--- src/rtl/crm_loader.sv ---
// crm_loader: loads 84-bit microwords into the 2K x 84 CRAM from the diagnostic bus.
// Four 21-bit chunks are assembled in a staging register, then written in one cycle.
// After each write the load pointer auto-increments.
// Build option: define CRM_LOADER_READBACK_EN to read each written word back and compare it.
`timescale 1ns/1ps
module crm_loader #(
  parameter int unsigned ADDR_W  = 11,
  parameter int unsigned DATA_W  = 84,
  parameter int unsigned CHUNK_W = 21
) (
  input  logic               eboxClk,
  input  logic               eboxReset,
  input  logic               diagStrobe,
  input  logic [1:0]         diagFunc,
  input  logic [CHUNK_W-1:0] diagData,
  output logic               busy,
  output logic               overrun,
  output logic [1:0]         chunkCount,
  output logic               cramWe,
  output logic [ADDR_W-1:0]  cramAddr,
  output logic [DATA_W-1:0]  cramDin,
  input  logic [DATA_W-1:0]  cramDout,
  output logic               mismatch
);

  localparam int unsigned F0_HI = DATA_W - 1;
  localparam int unsigned F1_HI = DATA_W - 1 - CHUNK_W;
  localparam int unsigned F2_HI = DATA_W - 1 - 2 * CHUNK_W;
  localparam int unsigned F3_HI = DATA_W - 1 - 3 * CHUNK_W;

`ifdef CRM_LOADER_READBACK_EN
  typedef enum logic [1:0] {S_IDLE, S_WRITE, S_READ, S_CHECK} state_t;
`else
  typedef enum logic [0:0] {S_IDLE, S_WRITE} state_t;
`endif

  state_t              state_q, state_d;
  logic [ADDR_W-1:0]   addr_q, addr_d;
  logic [DATA_W-1:0]   stage_q, stage_d;
  logic [1:0]          count_q, count_d;
  logic                overrun_q, overrun_d;
  logic                busy_q, we_q;
`ifdef CRM_LOADER_READBACK_EN
  logic                mismatch_q, mismatch_d;
`else
  logic                unused_dout;
  assign unused_dout = ^cramDout;
`endif

  // State and datapath registers; busy/cramWe are registered from the next state.
  always_ff @(posedge eboxClk or posedge eboxReset) begin
    if (eboxReset) begin
      state_q    <= S_IDLE;
      addr_q     <= '0;
      stage_q    <= '0;
      count_q    <= '0;
      overrun_q  <= 1'b0;
      busy_q     <= 1'b0;
      we_q       <= 1'b0;
`ifdef CRM_LOADER_READBACK_EN
      mismatch_q <= 1'b0;
`endif
    end else begin
      state_q    <= state_d;
      addr_q     <= addr_d;
      stage_q    <= stage_d;
      count_q    <= count_d;
      overrun_q  <= overrun_d;
      busy_q     <= (state_d != S_IDLE);
      we_q       <= (state_d == S_WRITE);
`ifdef CRM_LOADER_READBACK_EN
      mismatch_q <= mismatch_d;
`endif
    end
  end

  // Command decode, chunk assembly and write/readback sequencing.
  always_comb begin
    state_d    = state_q;
    addr_d     = addr_q;
    stage_d    = stage_q;
    count_d    = count_q;
    overrun_d  = overrun_q;
`ifdef CRM_LOADER_READBACK_EN
    mismatch_d = mismatch_q;
`endif
    if (diagStrobe && (state_q != S_IDLE)) overrun_d = 1'b1;
    case (state_q)
      S_IDLE: begin
        if (diagStrobe) begin
          case (diagFunc)
            2'b00: begin
              addr_d  = diagData[ADDR_W-1:0];
              count_d = 2'd0;
            end
            2'b01: begin
              case (count_q)
                2'd0:    stage_d[F0_HI -: CHUNK_W] = diagData;
                2'd1:    stage_d[F1_HI -: CHUNK_W] = diagData;
                2'd2:    stage_d[F2_HI -: CHUNK_W] = diagData;
                default: stage_d[F3_HI -: CHUNK_W] = diagData;
              endcase
              count_d = count_q + 2'd1;
              if (count_q == 2'd3) state_d = S_WRITE;
            end
            2'b10: begin
              stage_d = '0;
              count_d = 2'd0;
            end
            default: ;
          endcase
        end
      end
`ifdef CRM_LOADER_READBACK_EN
      S_WRITE: state_d = S_READ;
      S_READ:  state_d = S_CHECK;
      S_CHECK: begin
        if (cramDout != stage_q) mismatch_d = 1'b1;
        addr_d  = addr_q + ADDR_W'(1);
        state_d = S_IDLE;
      end
`else
      S_WRITE: begin
        addr_d  = addr_q + ADDR_W'(1);
        state_d = S_IDLE;
      end
`endif
      default: state_d = S_IDLE;
    endcase
  end

  assign busy       = busy_q;
  assign overrun    = overrun_q;
  assign chunkCount = count_q;
  assign cramWe     = we_q;
  assign cramAddr   = addr_q;
  assign cramDin    = stage_q;
`ifdef CRM_LOADER_READBACK_EN
  assign mismatch   = mismatch_q;
`else
  assign mismatch   = 1'b0;
`endif

endmodule

--- config.mk ---
export PLATFORM = sky130hd
export DESIGN_NAME = crm_loader
export DESIGN_NICKNAME = d
export VERILOG_FILES = /design/src/rtl/crm_loader.sv
export SDC_FILE = /design/constraint.sdc
export NUM_CORES = 1
export LEC_CHECK = 0
export BUFFER_PORTS_ARGS = -buffer_cell sky130_fd_sc_hd__buf_2
export CAP_MARGIN = 10
export CORE_ASPECT_RATIO = 1.4
export CORE_MARGIN = 2
export CORE_UTILIZATION = 30
export CTS_CLUSTER_SIZE = 24
export DETAILED_ROUTE_END_ITERATION = 10
export GPL_TIMING_DRIVEN = 0
export PLACE_DENSITY_LB_ADDON = 0.08
export SYNTH_ARGS = -nofsm -noshare
export SYNTH_HDL_FRONTEND = slang
export SYNTH_SLANG_ARGS = --single-unit
--- constraint.sdc ---
create_clock -name eboxClk -period 6.7 [get_ports eboxClk]
set_input_delay 2.01 -clock eboxClk [delete_from_list [all_inputs] [get_ports eboxClk]]
set_output_delay 2.01 -clock eboxClk [all_outputs]
set_load 0.01 [all_outputs]
---- After elaboration in Yosys (flattened, before gate mapping) ----
Index checks and enable logic that the tools add are counted.
cells by class
  $add $sub $neg .......................... 2
  $mul .................................... 0
  divide/modulo/power cells ............... 0
  order comparisons ....................... 0
  equal/unequal tests ..................... 11
  shift-type cells ........................ 0
  mux-type cells .......................... 13
  bitwise gates (word level) .............. 1
  reduce and logical (&&, ||, !) cells .... 13
operators by type and width
  kind                   count
  $pmux 84 s2            1
  $mux 21                4
  $mux 11                2
  $pmux 11 s2            1
  $reduce_and 4->1       4
  $add 11x1->11 const B  1
  $ne 2x1->1 const B     4
  $eq 2x2->1 const B     3
  $eq 2x1->1 const B     2
  $logic_not 2->1        2
  $ne 2x2->1 const B     2
  $pmux 2 s2             1
  $reduce_bool 2->1      2
  $mux 1                 3
  $reduce_and 3->1       1
  $reduce_or 3->1        1
  $add 2x1->2 const B    1
  $pmux 1 s2             1
  $reduce_and 2->1       1
  $reduce_or 2->1        1
  $logic_and 1x1->1      1
  $not 1->1              1
storage, ports and cells
  bits in registers ....................... 99
  bits in latches ......................... 0
  memory bits (writable) .................. 0
  bits in read-only memories .............. 0
  bits of input ports ..................... 110
  output and inout port bits .............. 101
  word-level logic and storage cells ...... 48
  memories ................................ 0

---- Depth between registers and ports, before layout ----
Gate-level depths: netlist of the first run.
  depth after elaboration ................. 5
  gate-level depth with buffers ........... 6
  gate-level depth less buffers ........... 5

---- Worst setup path before layout of the first run ----
No wires, ideal clock.
  path kind ............................... in2reg
  from .................................... in diagFunc[0]
  to ...................................... reg stage_q[21], in the netlist cramDin[21]
  library setup time ...................... 0.125 ns
  arrival ................................. 3.166 ns
  required time ........................... 6.575 ns
  path slack .............................. 3.409 ns
  cell stages on the path ................. 6
  path buffers ............................ 1
  path through ............................ inv_1 > ha_1 > nand3b_1 > a21oi_1 > buf_4 > mux2_2
between the ends
  longest elaborated chain between the ends .. 3
  elaborated cells on any way between the ends .. 6
  those cells by class .................... eq/ne (3); mux (1); reduce/logical (2)
ends and longest elaborated chain
  element                                                           RTL line  source
  from (decl)                                                       14        input logic [1:0] diagFunc,
  $eq 2x1->1 or $eq 2x2->1 (tied branches)                          91        case (diagFunc)
  $ne 2x1->1 (no source line) or $reduce_bool 2->1 (tied branches)  n/a
  $reduce_and 4->1 (no source line)                                 n/a
  to (signal assigned)                                              66        stage_q <= stage_d;
  to (decl)                                                         39        logic [DATA_W-1:0] stage_q, stage_d;
Parallel ways exist; a longest one is shown, timed or not.
A chain may end at the register's enable or synchronous reset.

---- Final worst setup path of the first run ----
  from .................................... in diagFunc[0]
  to ...................................... reg stage_q[55], in the netlist cramDin[55]
The elaborated chain is that of the path after synthesis.

==> results of run 1 <==
## cell families after synthesis
logic type / synth area share, %
AOI/OAI and AO/OA: 5.00
xor gates and xnor gates: 0.610
adders and majority gates: 2.61
buffers and inverters: 3.43
DFF: 57.5
muxes: 22.2
other: 0.0871
and+or+nand+nor: 8.54
## through the flow
| stage | util, % | hold WS [ns] | setup slack, ns | cells | total power, mW |
|---|---|---|---|---|---|
| 2_1_floorplan | - | 0.493 | 2.10 | 317 | 1.13 |
| 3_3_place_gp | 37.0 | 0.464 | 0.735 | 627 | 1.35 |
| 3_5_place_dp | 37.2 | 0.460 | 2.98 | 628 | 1.37 |
| 4_1_cts | 39.3 | 0.477 | 3.34 | 644 | 1.89 |
| 5_1_grt | 39.3 | 0.490 | 3.21 | 644 | 1.97 |
| 6_report | 39.3 | 0.461 | 3.39 | 644 | 1.85 |
## sequential cells by signal (all words and copies together) (netlist names)
name,count
chunkCount,2
cramAddr,11
cramDin,84
cramWe,1
overrun,1
## power by group through the flow
stage	sequential [mW]	combinational [mW]	clock (mW)
final	0.835	0.504	0.515
after global routing	0.860	0.553	0.558
after CTS	0.839	0.518	0.536
after detailed placement	0.849	0.516	0
after global placement	0.845	0.509	0
after floorplan	0.913	0.217	0
## worst reg2reg max path, stage by stage (launching register included)
cell,delay [ns]
dfrtp_1,0.46
nand3b_1,0.27
a21oi_1,0.31
buf_4,0.28
mux2_2,0.36
## synth_stat cells
cell type / n
dfrtp_1: 99
mux2_2: 84
nor2b_1: 21
a21oi_1: 10
buf_4: 10
inv_1: 10
ha_1: 9
nand3_1: 9
a211oi_1: 8
and3_1: 8
clkbuf_1: 7
o21ai_0: 5
a31oi_1: 4
nand2_1: 3
o31ai_1: 3
and4b_1: 2
nor3_1: 2
or4_1: 2
xor2_1: 2
a211o_1: 1
a21o_1: 1
a41oi_1: 1
and4_2: 1
buf_1: 1
clkbuf_2: 1
conb_1: 1
mux2i_1: 1
nand2b_1: 1
nand3b_1: 1
nand4_1: 1
nand4_4: 1
nand4b_1: 1
nor2_1: 1
nor3b_1: 1
o211ai_1: 1
or3_1: 1
or3_2: 1
xnor2_1: 1
## final timing paths
kind | startpoint | to | slack (ns) | cells past startpoint
max in group asynchronous | eboxReset | overrun | 4.28 | 3
worst min-delay path | overrun | overrun | 0.46 | 1
worst min register to register | overrun | overrun | 0.46 | 1
worst max register to register | cramWe | cramDin[55] | 4.92 | 4
worst max-delay path | diagFunc[0] | cramDin[55] | 3.39 | 7
min in group asynchronous | eboxReset | cramDin[17] | 1.73 | 2
## layout make-up
type | count | area share, %
sequential | 99 | 45.1
multi-input combinational | 189 | 30.6
timing repair buffer | 126 | 11.9
clock buffer | 10 | 4.35
tap | 185 | 4.22
buffer | 19 | 2.01
clock inverter | 6 | 1.03
inverter | 10 | 0.729
## routing by layer
metal  vias up  global-route usage, %  part of all wire, %  routed length, um
li1       1398                      -                    -                  -
met1      1491                   18.2                   42               4770
met2        96                   25.8                   50               5660
met3        14                   3.40                  5.7                644
met4         0                   6.40                  1.9                220
met5         -                      0                    0                  0
==> results.cfg, run 1 <==
[clock_network]
clockBufferDepth = 2
root_buffer = clkbuf_16
ctsResizeCount = 0
cts_hold_buffers = 0
cts_setup_buffers = 0
clkTransAtPathRegs_ns = 0.07
cts_tree = yes
h-tree-depth = 3
cts_sinks = 99
clk_latency_ns = 0.35
cts_buffers = 9

[drt]
antenna_violating_nets_post_route = 0
drt_iter0_drc = 60
drtPass1Iterations = 4
finalWirelength_mm = 11.3
avgViaCountPerCell = 4.66
wl_per_cell_um = 17.5
num_vias = 2999
drc = 0

[timing]
setup_viol = 0
period_share_pct = 49.4
clock-skew-final_ns = 0.00874
finalCriticalPeriod_ns = 3.31
drv_slew = 0
slew_headroom_pct = 55.3
tns_ns = 0
worst_pin_slew_ns = 0.670
rsz0062_at_grt = no
finalHoldViolCount = 0
fmax_ghz = 0.302

[critical_path]
worstSetupStartpointType = input port
setup.worst_path.class = in -> reg
critPathBufInv = 3
slowest_delay_ns = 0.35
critical_path.top_delay_family = buffers and inverters
cpMaxStageDelayCell = mux2_2
crit_chain = buf_2, inv_1, ha_1, nand3b_1, a21oi_1, buf_4, mux2_2
cp-end-kind = register
crit_required_ns = 6.93
crit_path_max_fanout = 10
worst_ep_arrival_time_ns = 3.54

[synth]
ys_seq_area_share_pct = 57.5
synth_area_per_cell_um2 = 13.6
syn-num-nets = 436
syn_area_um2 = 4310
synth.distinct_cells = 38
yosysTopAreaCell = dfrtp_1
synth_warnings = 0
yosysTopAreaCellShare_pct = 57.5
yosys-top-cells-area = dfrtp_1 (58%), mux2_2 (22%), nor2b_1 (3.1%)
synth_cells = 317
synth_seq_cells = 99

[pwr]
vdd_drop_max_v = 0.000142
power_switching_share_pct = 31.7
clockPowerShare_pct = 27.8
power_frac_comb_pct = 27.2
sequentialPowerShare_pct = 45.0
p_leak_nw = 2.67
p_int_mw = 1.27
p_per_area_nw_per_um2 = 338
p_switching_uw = 588

[cells_and_area]
syn_to_final_growth_pct = 27.5
diodes = 0
drive_above_1_share_pct = 52.5
final_cell_mix = buf_2 (125), dfrtp_1 (99), mux2_2 (84), nor2b_1 (21)
seqCellArea_um2 = 2480
final_cell_area_um2 = 5490
final_common_cell = buf_2
fin_nets = 573
multiInputGateArea_um2 = 1680
fill_cells = 1395

[grt]
grt_pass1_vias = 3200
antenna_found_initial = 0
grt_start_max_net_pins = 54
track_usage_pct = 15.1
grt_pass1_wl_mm = 17.9
grt_overflow_total = 0

[place]
place_area_um2 = 5190
gp_congestion = 0.772
hpwl_mm = 8.21
numPortBuffers = 125

[floorplan]
placementRows = 51
chipHeight_um = 146
dieArea_um2 = 15300
ioPinCount = 211
core_um2 = 14000
dieWidth_um = 105
start_util_pct = 30.8

[run_status]
status = complete, no violations

[run]
cap_violations = 0

[hold_path]
min-delay-path-class = reg -> reg
No activity file was read; power rests on OpenSTA's default activity.
==> inputs of run 2 (changes only) <==
clock period = 2.8 ns   (was 6.7 ns; I/O delays follow)
==> run 2 against run 1 <==
Critical path depth is the same. Via count hardly changed. Sequential power up 140%. Global-route usage hardly changed. Sequential share of layout area about the same. Highest routed layer unchanged. Power increased by 140%. Largest cell class unchanged. Wire length grew 0.82%. Sequential cell count did not move.
==> results.cfg, run 2 (synthesis gave the netlist of run 1 again) <==
[cells_and_area]
largest_reg_flops = 84
fill_cells = 1414
final_common_cell = buf_2
syn_to_final_growth_pct = 27.4
final_cell_mix = buf_2 (125), dfrtp_1 (99), mux2_2 (84), nor2b_1 (21)
diodes = 0
drive_above_1_share_pct = 52.4
postLayoutCoreUtil_pct = 39.3
stdcell_count = 645
fin_nets = 574

[critical_path]
worst_ep_arrival_time_ns = 2.38
worstSetupStartpointType = input port
crit_start = diagFunc[0]
crit_required_ns = 3.00
cp-end-kind = register
crit_path_max_fanout = 10
r2r-start = chunkCount[0]
r2r_setup_slack_ns = 1.05
setup.worst_path.class = in -> reg

[floorplan]
dieWidth_um = 105
start_util_pct = 30.8
core_um2 = 14000
dieArea_um2 = 15300
chipHeight_um = 146
placementRows = 51
ioPinCount = 211

[clock_network]
ctsResizeCount = 0
h-tree-depth = 3
clkTransAtPathRegs_ns = 0.07
cts_buffers = 9
cts_tree = yes
cts_sinks = 99
cts_setup_buffers = 0
cts_hold_buffers = 0
root_buffer = clkbuf_16
clockBufferDepth = 2
clk_latency_ns = 0.34

[drt]
num_vias = 3001
avgViaCountPerCell = 4.65
wl_per_cell_um = 17.6
drc = 0
finalWirelength_mm = 11.4
drtPass1Iterations = 5
drt_iter0_drc = 56
antenna_violating_nets_post_route = 0

[place]
place_inst = 629
gp_congestion = 0.752
numPortBuffers = 125
hpwl_mm = 8.35

[pwr]
p_switching_mw = 1.37
sequentialPowerShare_pct = 45.6
vdd_drop_max_v = 0.000276
p_leak_nw = 2.66
p_int_mw = 3.02
power_frac_comb_pct = 27.6
p_per_area_nw_per_um2 = 800
clockPowerShare_pct = 26.8
power_switching_share_pct = 31.2

[timing]
setup_viol = 0
worst_pin_slew_ns = 0.801
slew_headroom_pct = 46.5
clock-skew-final_ns = 0.0113
finalCriticalPeriod_ns = 2.18
rsz0062_at_grt = no
period_share_pct = 77.9
hold_ws_ns = 0.481
fmax_ghz = 0.458
drv_slew = 0
finalHoldViolCount = 0

[hold_path]
min-delay-path-class = reg -> reg
min-delay-start = overrun

[grt]
grt_pass1_wl_mm = 17.8
grt_overflow_total = 0
antenna_found_initial = 0
track_usage_pct = 15.1
grt_start_max_net_pins = 35
grt_pass1_vias = 3184

[run_status]
status = complete, no violations

[run]
cap_violations = 0
run 2: power by group through the flow:
stage | logic, mW | registers (mW) | clock network (mW)
5_1_grt | 1.33 | 2.05 | 1.28
2_1_floorplan | 0.520 | 2.19 | 0
6_report | 1.21 | 2.00 | 1.18
3_3_place_gp | 1.22 | 2.02 | 0
4_1_cts | 1.24 | 2.01 | 1.22
3_5_place_dp | 1.24 | 2.03 | 0
run 2: final timing paths:
path | to | depth (start not counted)
max | cramAddr[4] | 7
min | overrun | 1
max reg2reg | cramDin[22] | 6
min reg2reg | overrun | 1
max in group asynchronous | cramDin[64] | 4
min in group asynchronous | cramAddr[9] | 2
run 2: area by class of cell:
class	instances	area [um2]	area share, %
Sequential cell	99	2480	45.2
Timing Repair Buffer	127	666	12.1
Buffer	19	110	2.01
Inverter	10	41.3	0.753
Clock inverter	5	36.3	0.661
Tap cell	185	231	4.22
Multi-Input combinational cell	189	1680	30.6
Clock buffer	11	243	4.42
run 2: metrics by stage:
stage                     instance area (um2)  TNS [ns]  power (mW)  setup slack, ns
after global routing                     5490         0        4.66            0.483
after global placement                   5170    -0.849        3.24          -0.0158
after detailed placement                 5210         0        3.27            0.264
after floorplan                          4310         0        2.71            0.679
after CTS                                5490         0        4.48            0.635
final                                    5490         0        4.39            0.618
run 2: worst max-delay path, stage by stage:
cell      delay [ns]
buf_2           0.12
inv_1           0.08
ha_1            0.23
clkbuf_1        0.31
nand2_1         0.36
a211oi_1        0.36
a21oi_1         0.08
run 2: layer usage:
layer	vias up	track usage, %	part of all wire (%)
met4	0	6.47	2.0
met1	1494	18.1	42
li1	1402	-	-
met5	-	0	0
met2	91	25.6	50
met3	14	3.72	6.0
